<file path="config.mk">
export PLATFORM = sky130hd
export DESIGN_NAME = mpu_hm_arbiter_flat
export DESIGN_NICKNAME = d
export VERILOG_FILES = /design/src/rtl/mpu_hm_arbiter_pkg.sv /design/src/rtl/mpu_hm_arbiter_if.sv /design/src/rtl/mpu_hm_arbiter_rr.sv /design/src/rtl/mpu_hm_arbiter.sv /design/src/flat_wrapper.sv
export SDC_FILE = /design/constraint.sdc
export NUM_CORES = 1
export LEC_CHECK = 0
export CAP_MARGIN = 5
export CORE_AREA = 2 2 182 184
export DETAILED_ROUTE_END_ITERATION = 8
export DIE_AREA = 0 0 184 186
export SLEW_MARGIN = 20
export SYNTH_ARGS = -nofsm -noshare
export SYNTH_HDL_FRONTEND = slang
export SYNTH_SLANG_ARGS = --single-unit
export TNS_END_PERCENT = 30
</file>
<file path="constraint.sdc">
create_clock -name sys_clk -period 6.43 [get_ports sys_clk]
set_input_delay 0.643 -clock sys_clk [delete_from_list [all_inputs] [get_ports sys_clk]]
set_output_delay 0.643 -clock sys_clk [all_outputs]
set_load 0.01 [all_outputs]
</file>
<file path="src/rtl/mpu_hm_arbiter_pkg.sv">
// Shared definitions for the host-memory arbiter: FSM state encoding and the
// default wait-timeout length.
package mpu_hm_arbiter_pkg;

    localparam int DEF_TIMEOUT = 1024;

    localparam logic [1:0] ST_IDLE  = 2'd0;
    localparam logic [1:0] ST_ISSUE = 2'd1;
    localparam logic [1:0] ST_WAIT  = 2'd2;
    localparam logic [1:0] ST_RESP  = 2'd3;

    typedef enum logic [1:0] {
        IDLE  = ST_IDLE,
        ISSUE = ST_ISSUE,
        WAIT  = ST_WAIT,
        RESP  = ST_RESP
    } state_t;

endpackage

</file>
<file path="src/rtl/mpu_hm_arbiter_if.sv">
// Host-memory read port between the arbiter and the host-memory bridge.
//   hm_addr  : read address (arbiter -> bridge)
//   hm_start : 1-cycle read strobe (arbiter -> bridge)
//   hm_data  : read data, valid with hm_ack (bridge -> arbiter)
//   hm_ack   : 1-cycle read completion (bridge -> arbiter)
interface mpu_hm_arbiter_if #(
    parameter int ADDR_W = 64,
    parameter int DATA_W = 64
);
    logic [ADDR_W-1:0] hm_addr;
    logic              hm_start;
    logic [DATA_W-1:0] hm_data;
    logic              hm_ack;

    // arbiter side
    modport master (output hm_addr, output hm_start, input hm_data, input hm_ack);
    // bridge side
    modport slave  (input hm_addr, input hm_start, output hm_data, output hm_ack);
endinterface

</file>
<file path="src/rtl/mpu_hm_arbiter_rr.sv">
// Combinational round-robin picker.
//   req   : request vector
//   ptr   : highest-priority index for this decision
//   grant : first requesting index at or after ptr, wrapping
//   any   : at least one request present
module mpu_hm_arbiter_rr #(
    parameter  int N_REQ = 4,
    localparam int IDX_W = $clog2(N_REQ)
) (
    input  logic [N_REQ-1:0] req,
    input  logic [IDX_W-1:0] ptr,
    output logic [IDX_W-1:0] grant,
    output logic             any
);
    logic [IDX_W-1:0] cand;

    // Scan from the furthest candidate back toward ptr so that the closest
    // requester (in wrapped order) is the last writer and wins.
    always_comb begin
        grant = '0;
        any   = 1'b0;
        cand  = '0;
        for (int k = N_REQ-1; k >= 0; k--) begin
            cand = IDX_W'((int'(ptr) + k) % N_REQ);
            if (req[cand]) begin
                grant = cand;
                any   = 1'b1;
            end
        end
    end
endmodule

</file>
<file path="src/rtl/mpu_hm_arbiter.sv">
// Shares one host-memory read port between N_REQ MPU cores with round-robin
// grants. A requesting core is frozen (req_en low) until its data returns.
//   sys_clk, sys_rst : clock, asynchronous active-low reset
//   en               : global enable; 0 blocks new grants and holds cores
//   req_start        : per-core read request (level)
//   req_addr         : per-core read address, core i in element i
//   req_en           : per-core enable back to the cores
//   req_data         : returned data, shared by all cores
//   req_done         : one-hot single-cycle completion pulse
//   grant_idx        : current/last granted core
//   timeout_err      : sticky, set when a read is force-completed
//   hm               : host-memory bridge port
module mpu_hm_arbiter
    import mpu_hm_arbiter_pkg::*;
#(
    parameter  int N_REQ   = 4,
    parameter  int ADDR_W  = 64,
    parameter  int DATA_W  = 64,
    parameter  int TIMEOUT = DEF_TIMEOUT,
    localparam int IDX_W   = $clog2(N_REQ),
    localparam int CNT_W   = $clog2(TIMEOUT)
) (
    input  logic                          sys_clk,
    input  logic                          sys_rst,
    input  logic                          en,
    input  logic [N_REQ-1:0]              req_start,
    input  logic [N_REQ-1:0][ADDR_W-1:0]  req_addr,
    output logic [N_REQ-1:0]              req_en,
    output logic [DATA_W-1:0]             req_data,
    output logic [N_REQ-1:0]              req_done,
    output logic [IDX_W-1:0]              grant_idx,
    output logic                          timeout_err,
    mpu_hm_arbiter_if.master              hm
);
    localparam logic [CNT_W-1:0] CNT_LAST = CNT_W'(TIMEOUT-1);
    localparam logic [IDX_W-1:0] IDX_LAST = IDX_W'(N_REQ-1);

    state_t            state, state_nxt;
    logic [IDX_W-1:0]  rr_ptr;
    logic [IDX_W-1:0]  rr_grant;
    logic              rr_any;
    logic [CNT_W-1:0]  cnt;
    logic [ADDR_W-1:0] addr_q;
    logic [N_REQ-1:0]  eligible;
    logic              grant_take;
    logic              timed_out;

    // A core whose done pulses this cycle is no longer waiting on us.
    assign eligible = req_start & ~req_done;
    assign req_en   = {N_REQ{en}} & (~req_start | req_done);

    mpu_hm_arbiter_rr #(.N_REQ(N_REQ)) u_rr (
        .req   (eligible),
        .ptr   (rr_ptr),
        .grant (rr_grant),
        .any   (rr_any)
    );

    assign hm.hm_addr  = addr_q;
    assign hm.hm_start = (state == ISSUE);

    // Ack takes priority over the timeout when both land on the last cycle.
    assign timed_out = (state == WAIT) && !hm.hm_ack && (cnt == CNT_LAST);

    always_ff @(posedge sys_clk or negedge sys_rst) begin
        if (!sys_rst) state <= IDLE;
        else          state <= state_nxt;
    end

    always_comb begin
        state_nxt  = state;
        grant_take = 1'b0;
        req_done   = '0;
        case (state)
            IDLE: begin
                if (en && rr_any) begin
                    grant_take = 1'b1;
                    state_nxt  = ISSUE;
                end
            end
            ISSUE: state_nxt = WAIT;
            WAIT: begin
                if (hm.hm_ack || timed_out) state_nxt = RESP;
            end
            RESP: begin
                req_done[grant_idx] = 1'b1;
                state_nxt           = IDLE;
            end
            default: state_nxt = IDLE;
        endcase
    end

    always_ff @(posedge sys_clk or negedge sys_rst) begin
        if (!sys_rst) begin
            rr_ptr      <= '0;
            grant_idx   <= '0;
            addr_q      <= '0;
            req_data    <= '0;
            timeout_err <= 1'b0;
            cnt         <= '0;
        end else begin
            // Address is captured once at grant; later req_addr changes are ignored.
            if (grant_take) begin
                grant_idx <= rr_grant;
                addr_q    <= req_addr[rr_grant];
                rr_ptr    <= (rr_grant == IDX_LAST) ? '0 : rr_grant + 1'b1;
            end
            if (state == ISSUE)
                cnt <= '0;
            else if (state == WAIT && !hm.hm_ack)
                cnt <= cnt + 1'b1;
            if (state == WAIT && hm.hm_ack)
                req_data <= hm.hm_data;
            else if (timed_out) begin
                req_data    <= '0;
                timeout_err <= 1'b1;
            end
        end
    end
endmodule
</file>
<file path="src/flat_wrapper.sv">
// flat-port wrapper written by rule: the top's interface ports become plain ports
module mpu_hm_arbiter_flat import mpu_hm_arbiter_pkg::*;
#(
    parameter  int N_REQ   = 4,
    parameter  int ADDR_W  = 64,
    parameter  int DATA_W  = 64,
    parameter  int TIMEOUT = DEF_TIMEOUT,
    localparam int IDX_W   = $clog2(N_REQ),
    localparam int CNT_W   = $clog2(TIMEOUT)
)
  (sys_clk, sys_rst, en, req_start, req_addr, req_en, req_data, req_done, grant_idx, timeout_err, hm_hm_addr, hm_hm_start, hm_hm_data, hm_hm_ack);
  mpu_hm_arbiter_if #(.ADDR_W(ADDR_W), .DATA_W(DATA_W)) hm_i ();
  input  logic sys_clk;
  input  logic sys_rst;
  input  logic en;
  input  logic [N_REQ-1:0] req_start;
  input  logic [N_REQ-1:0][ADDR_W-1:0] req_addr;
  output logic [N_REQ-1:0] req_en;
  output logic [DATA_W-1:0] req_data;
  output logic [N_REQ-1:0] req_done;
  output logic [IDX_W-1:0] grant_idx;
  output logic timeout_err;
  output wire logic [$bits(hm_i.hm_addr)-1:0] hm_hm_addr;
  output wire logic [$bits(hm_i.hm_start)-1:0] hm_hm_start;
  input wire logic [$bits(hm_i.hm_data)-1:0] hm_hm_data;
  input wire logic [$bits(hm_i.hm_ack)-1:0] hm_hm_ack;
  assign hm_hm_addr = hm_i.hm_addr;
  assign hm_hm_start = hm_i.hm_start;
  assign hm_i.hm_data = hm_hm_data;
  assign hm_i.hm_ack = hm_hm_ack;
  mpu_hm_arbiter #(.N_REQ(N_REQ), .ADDR_W(ADDR_W), .DATA_W(DATA_W), .TIMEOUT(TIMEOUT)) u_core (.sys_clk(sys_clk), .sys_rst(sys_rst), .en(en), .req_start(req_start), .req_addr(req_addr), .req_en(req_en), .req_data(req_data), .req_done(req_done), .grant_idx(grant_idx), .timeout_err(timeout_err), .hm(hm_i));
endmodule
</file>
==> results.txt <==
The number of global-route vias before repair is 8,195. The core outline area came out at 32,210 µm². The reported max-cap violation count came out at 0. The CTS buffer count is 17. Summing over every cut layer, the via total after detailed routing is slightly above 8,000. Averaged over all synthesized cells, the footprint is 9.913 µm². The clock group share of total power is 18.2%. The critical path starts at u_core.state[0]. In this run the worst path has a maximum fanout of just over 100. Setup repair after global routing left no endpoint under its margin. The effective utilization at floorplan came out at 25.85%.

The final wirelength is 34,300 µm. The share of total power dissipated in sequential elements is between 20 and 30%. The overall track demand over capacity in global routing came out at 19.27%. The pin count of the biggest net entering global routing is approximately 100. STA classifies the critical path startpoint as a register. The register bit total from synthesis is around 150. In the layout the commonest cells are 466 x sky130_fd_sc_hd__clkdlybuf4s50_1, 145 x sky130_fd_sc_hd__dfrtp_1, 139 x sky130_fd_sc_hd__nand2_1. The net switching power is 2.265 mW. The maximum ir drop on the vdd rail came out at between 0.3 and 0.4 mV. The number of buffers and inverters on the critical path is 1. The type of the most critical hold path is input pin to async pin. In this run, post-CTS repair resized a total of 0 instances. The worst register-to-register path begins at u_core.state[0]. The later pin in the worst-skew pair is clocked with a latency of 0.44 ns. The post-synthesis instance total came out at 840.

The final estimated routing congestion in global placement came out at 0.7950. Counting tap cells, the placed design contains a total of about 1,700 instances. The most common flop cell mapped by yosys is sky130_fd_sc_hd__dfrtp_1. The area fraction of the dominant cell type after synthesis came out at 43.58%. The count of cells along the worst register-to-register path came out at 8. The required arrival time at the worst endpoint is 6.73 ns. Combinational logic is responsible for 53.8% of the overall power.

The sequential area share after synthesis is 43.58%. TritonCTS built the clock tree. The first global-routing pass estimated 49,730 µm of wire.

On the final layout, the worst hold slack is 0.2513 ns. The pre-CTS setup slack is 2.331 ns. The area of the die is approximately 34,000 µm². The synthesized net count is 1,173. The synthesized design contains 0 enable-type register cells.

Of all cell types, the one taking the most synthesized area is sky130_fd_sc_hd__dfrtp_1. The worst setup path is captured at a register. The number of non-filler instances in the completed layout came out at 1,690. The design draws 5.627 mW. Among the stages of the critical path, the cell type that occurs most often is sky130_fd_sc_hd__o21ai_1.

The count of buffers added by post-CTS timing repair for setup came out at 0. The violation count after the first detailed-routing iteration came out at approximately 330. The via density per instance is 4.824. During synthesis, Yosys emitted a total of 0 warnings. The final sum of negative setup slack came out at 0 ns. Dividing the final minimum period by the clock period gives about three fifths. For this design, the slowest cell found on the critical path is sky130_fd_sc_hd__o211ai_4. The number of DRC violations after detailed routing came out at 0. The endpoint identified for the worst register-to-register timing path is u_core.hm.hm_addr[12]. The most common cell after layout, fill and taps aside is sky130_fd_sc_hd__clkdlybuf4s50_1.

Traced cell by cell, the critical path runs through ha_1 > nand2b_1 > o21ai_1 > o21ai_1 > o211ai_4 > buf_12 > mux2i_1 > a211oi_2. The total number of clock tree sinks came out at 145. The number of hold violations in the final report came out at 0. The number of nets in the final layout is 1,597. The register-to-register setup slack came out at 2.70 ns.

The flow ran to the end, and the final reports show no timing, DRC or antenna violations. The initial antenna violation count came out at 4. The boundary pin count came out at 468. The worst slew slack as a fraction of its limit is 28.87%.

The overall die height is 186 µm. Clock-pin slew was measured on the worst setup and hold paths at 0.07 ns. The area of the mapped netlist came out at 8327 µm². The total overflow reported by the global router is 0. The standby leakage power came out at 5.714 nW.

Before antenna repair, the detailed router went through 4 iterations. The post-layout minimum cycle time is between 3 and 4 ns. Setup violations remaining at the end of the flow were counted as 0. The switching power share of the total is about 40%. Measured along the x axis, the die boundary spans 184 µm. The family with the most delay on the worst path is compound AO/OA/AOI/OAI gates. The arrival time reported for the critical path endpoint came out at 4.03 ns. Across the routed clock network, the largest skew measured is 0.01069 ns.

The final worst-path setup slack came out at ~2.7 ns. In this run the clock root is driven by a sky130_fd_sc_hd__clkbuf_16. Compared with the post-synthesis result, the final layout area differs by 66.82%. At the pin with the least slew margin, the transition time is about 1.1 ns.

The share of layout cells above drive strength 1 is 11.20%. The total count of max-transition violations in the final report is 0. The wire length per cell came out at 20.30 µm. In this run, distinct cell masters in the synthesized netlist total 45. By area the synthesized netlist is led by sky130_fd_sc_hd__dfrtp_1 44%, sky130_fd_sc_hd__a211oi_2 9.8%, sky130_fd_sc_hd__mux2i_1 7.8%. The highest attainable clock frequency came out at 267.8 MHz.

The internal power came out at between 3 and 4 mW. Buffers inserted to repair hold after CTS numbered 0. The detailed placement HPWL came out at 23,940 µm. The H-tree depth reported by CTS is 4.

Dividing total power by cell area gives a power density of 405.1 nW/µm². The floorplan has 66 rows. The critical path's largest stage delay is 0.87 ns. The buffer depth of the longest clock path is 2. The fraction of registers with async set/reset came out at 100.0%. The critical path is of the register to register type. The final antenna-violating net count came out at 0. During placement, the flow inserted port buffers numbering 467.
[worst register-to-register path: cells and delay by family, from the launching register on]
kind,cells,cell delay [ns]
fa+ha+maj,1,0.32
buf+inv,1,0.54
flops,1,0.39
compound gates,4,1.72
simple gates,1,0.11
mux,1,0.51
[cell type report]
cell class / count / area, µm²
antenna: 5 / 12.51
clock buffer: 18 / 439.2
timing repair buffer: 477 / 4776
clock inverter: 14 / 147.6
inverter: 4 / 15.01
sequential: 145 / 3628
multi-input combinational: 619 / 4362
tap: 408 / 510.5
fill: 3152 / 18320
[power by group through the flow]
stage | Clock, mW | Combinational (mW) | Sequential [mW]
after floorplan | 0 | 1.50 | 1.74
after global placement | 0 | 3.02 | 1.58
after detailed placement | 0 | 3.06 | 1.58
after CTS | 1.05 | 3.06 | 1.58
after global routing | 1.10 | 3.27 | 1.63
final | 1.02 | 3.03 | 1.58
[worst max path at each step]
stage / to / depth (start not counted) / slack [ns]
after detailed placement: u_core.hm.hm_addr[23] / 8 / 2.33
after floorplan: u_core.hm.hm_addr[34] / 9 / 4.03
after CTS: u_core.hm.hm_addr[1] / 8 / 2.69
final: u_core.hm.hm_addr[12] / 8 / 2.70
after global routing: u_core.hm.hm_addr[12] / 8 / 2.38
after global placement: u_core.hm.hm_addr[9] / 8 / 2.40
[registers in the layout (all words and copies together) (netlist names)]
register and flops:
u_core.hm.hm_addr 64, u_core.grant_idx 2, u_core.cnt 10, u_core.req_data 64
u_core.timeout_err 1, u_core.state 2, u_core.rr_ptr 2
[stage by stage]
step                instance area, µm²  util, %
floorplan                         8327        -
global placement                 13290    41.27
detailed placement               13290    41.27
CTS                              13880    43.09
global route                     13890    43.12
finish                           13890    43.13
[cell usage after synthesis, types with 2 or more instances]
library cell	count
sky130_fd_sc_hd__o21ai_1	5
sky130_fd_sc_hd__inv_1	4
sky130_fd_sc_hd__a221oi_1	39
sky130_fd_sc_hd__a21oi_1	4
sky130_fd_sc_hd__buf_6	8
sky130_fd_sc_hd__buf_2	26
sky130_fd_sc_hd__nand2b_1	7
sky130_fd_sc_hd__ha_1	5
sky130_fd_sc_hd__nand3_1	70
sky130_fd_sc_hd__and2_1	70
sky130_fd_sc_hd__nand4_1	5
sky130_fd_sc_hd__buf_1	9
sky130_fd_sc_hd__clkbuf_1	26
sky130_fd_sc_hd__mux2i_1	65
sky130_fd_sc_hd__o211ai_1	3
sky130_fd_sc_hd__o22a_1	2
sky130_fd_sc_hd__dfrtp_1	145
sky130_fd_sc_hd__nor2b_1	2
sky130_fd_sc_hd__and3_1	3
sky130_fd_sc_hd__nor2_1	80
sky130_fd_sc_hd__o21ai_0	3
sky130_fd_sc_hd__a221oi_2	25
sky130_fd_sc_hd__nand2_1	140
sky130_fd_sc_hd__xor2_1	5
sky130_fd_sc_hd__xnor2_1	3
sky130_fd_sc_hd__buf_4	3
sky130_fd_sc_hd__a211oi_2	65
[layer usage]
layer,track usage (%),part of all wire (%),vias to the layer above
met3,6.985,9.0,33
met1,23.66,42,3924
met4,6.112,1.6,2
met5,0,0.038,-
li1,-,-,3855
met2,31.49,47,338
[cell families (layout without fill, tap and decap cells)]
| kind of cell | count (synthesis) | count (layout) | share of synthesized area [%] |
|---|---|---|---|
| buffers and inverters | 76 | 513 | 4.673 |
| AND/OR/NAND/NOR | 382 | 382 | 21.17 |
| flip-flops | 145 | 145 | 43.58 |
| other | 0 | 5 | 0 |
| adder cells (fa/ha/maj) | 5 | 5 | 0.7513 |
| multiplexers | 67 | 67 | 8.084 |
| AO/OA/AOI/OAI | 157 | 157 | 20.90 |
| XOR/XNOR | 8 | 8 | 0.8415 |
No activity file was read; power rests on OpenSTA's default activity.
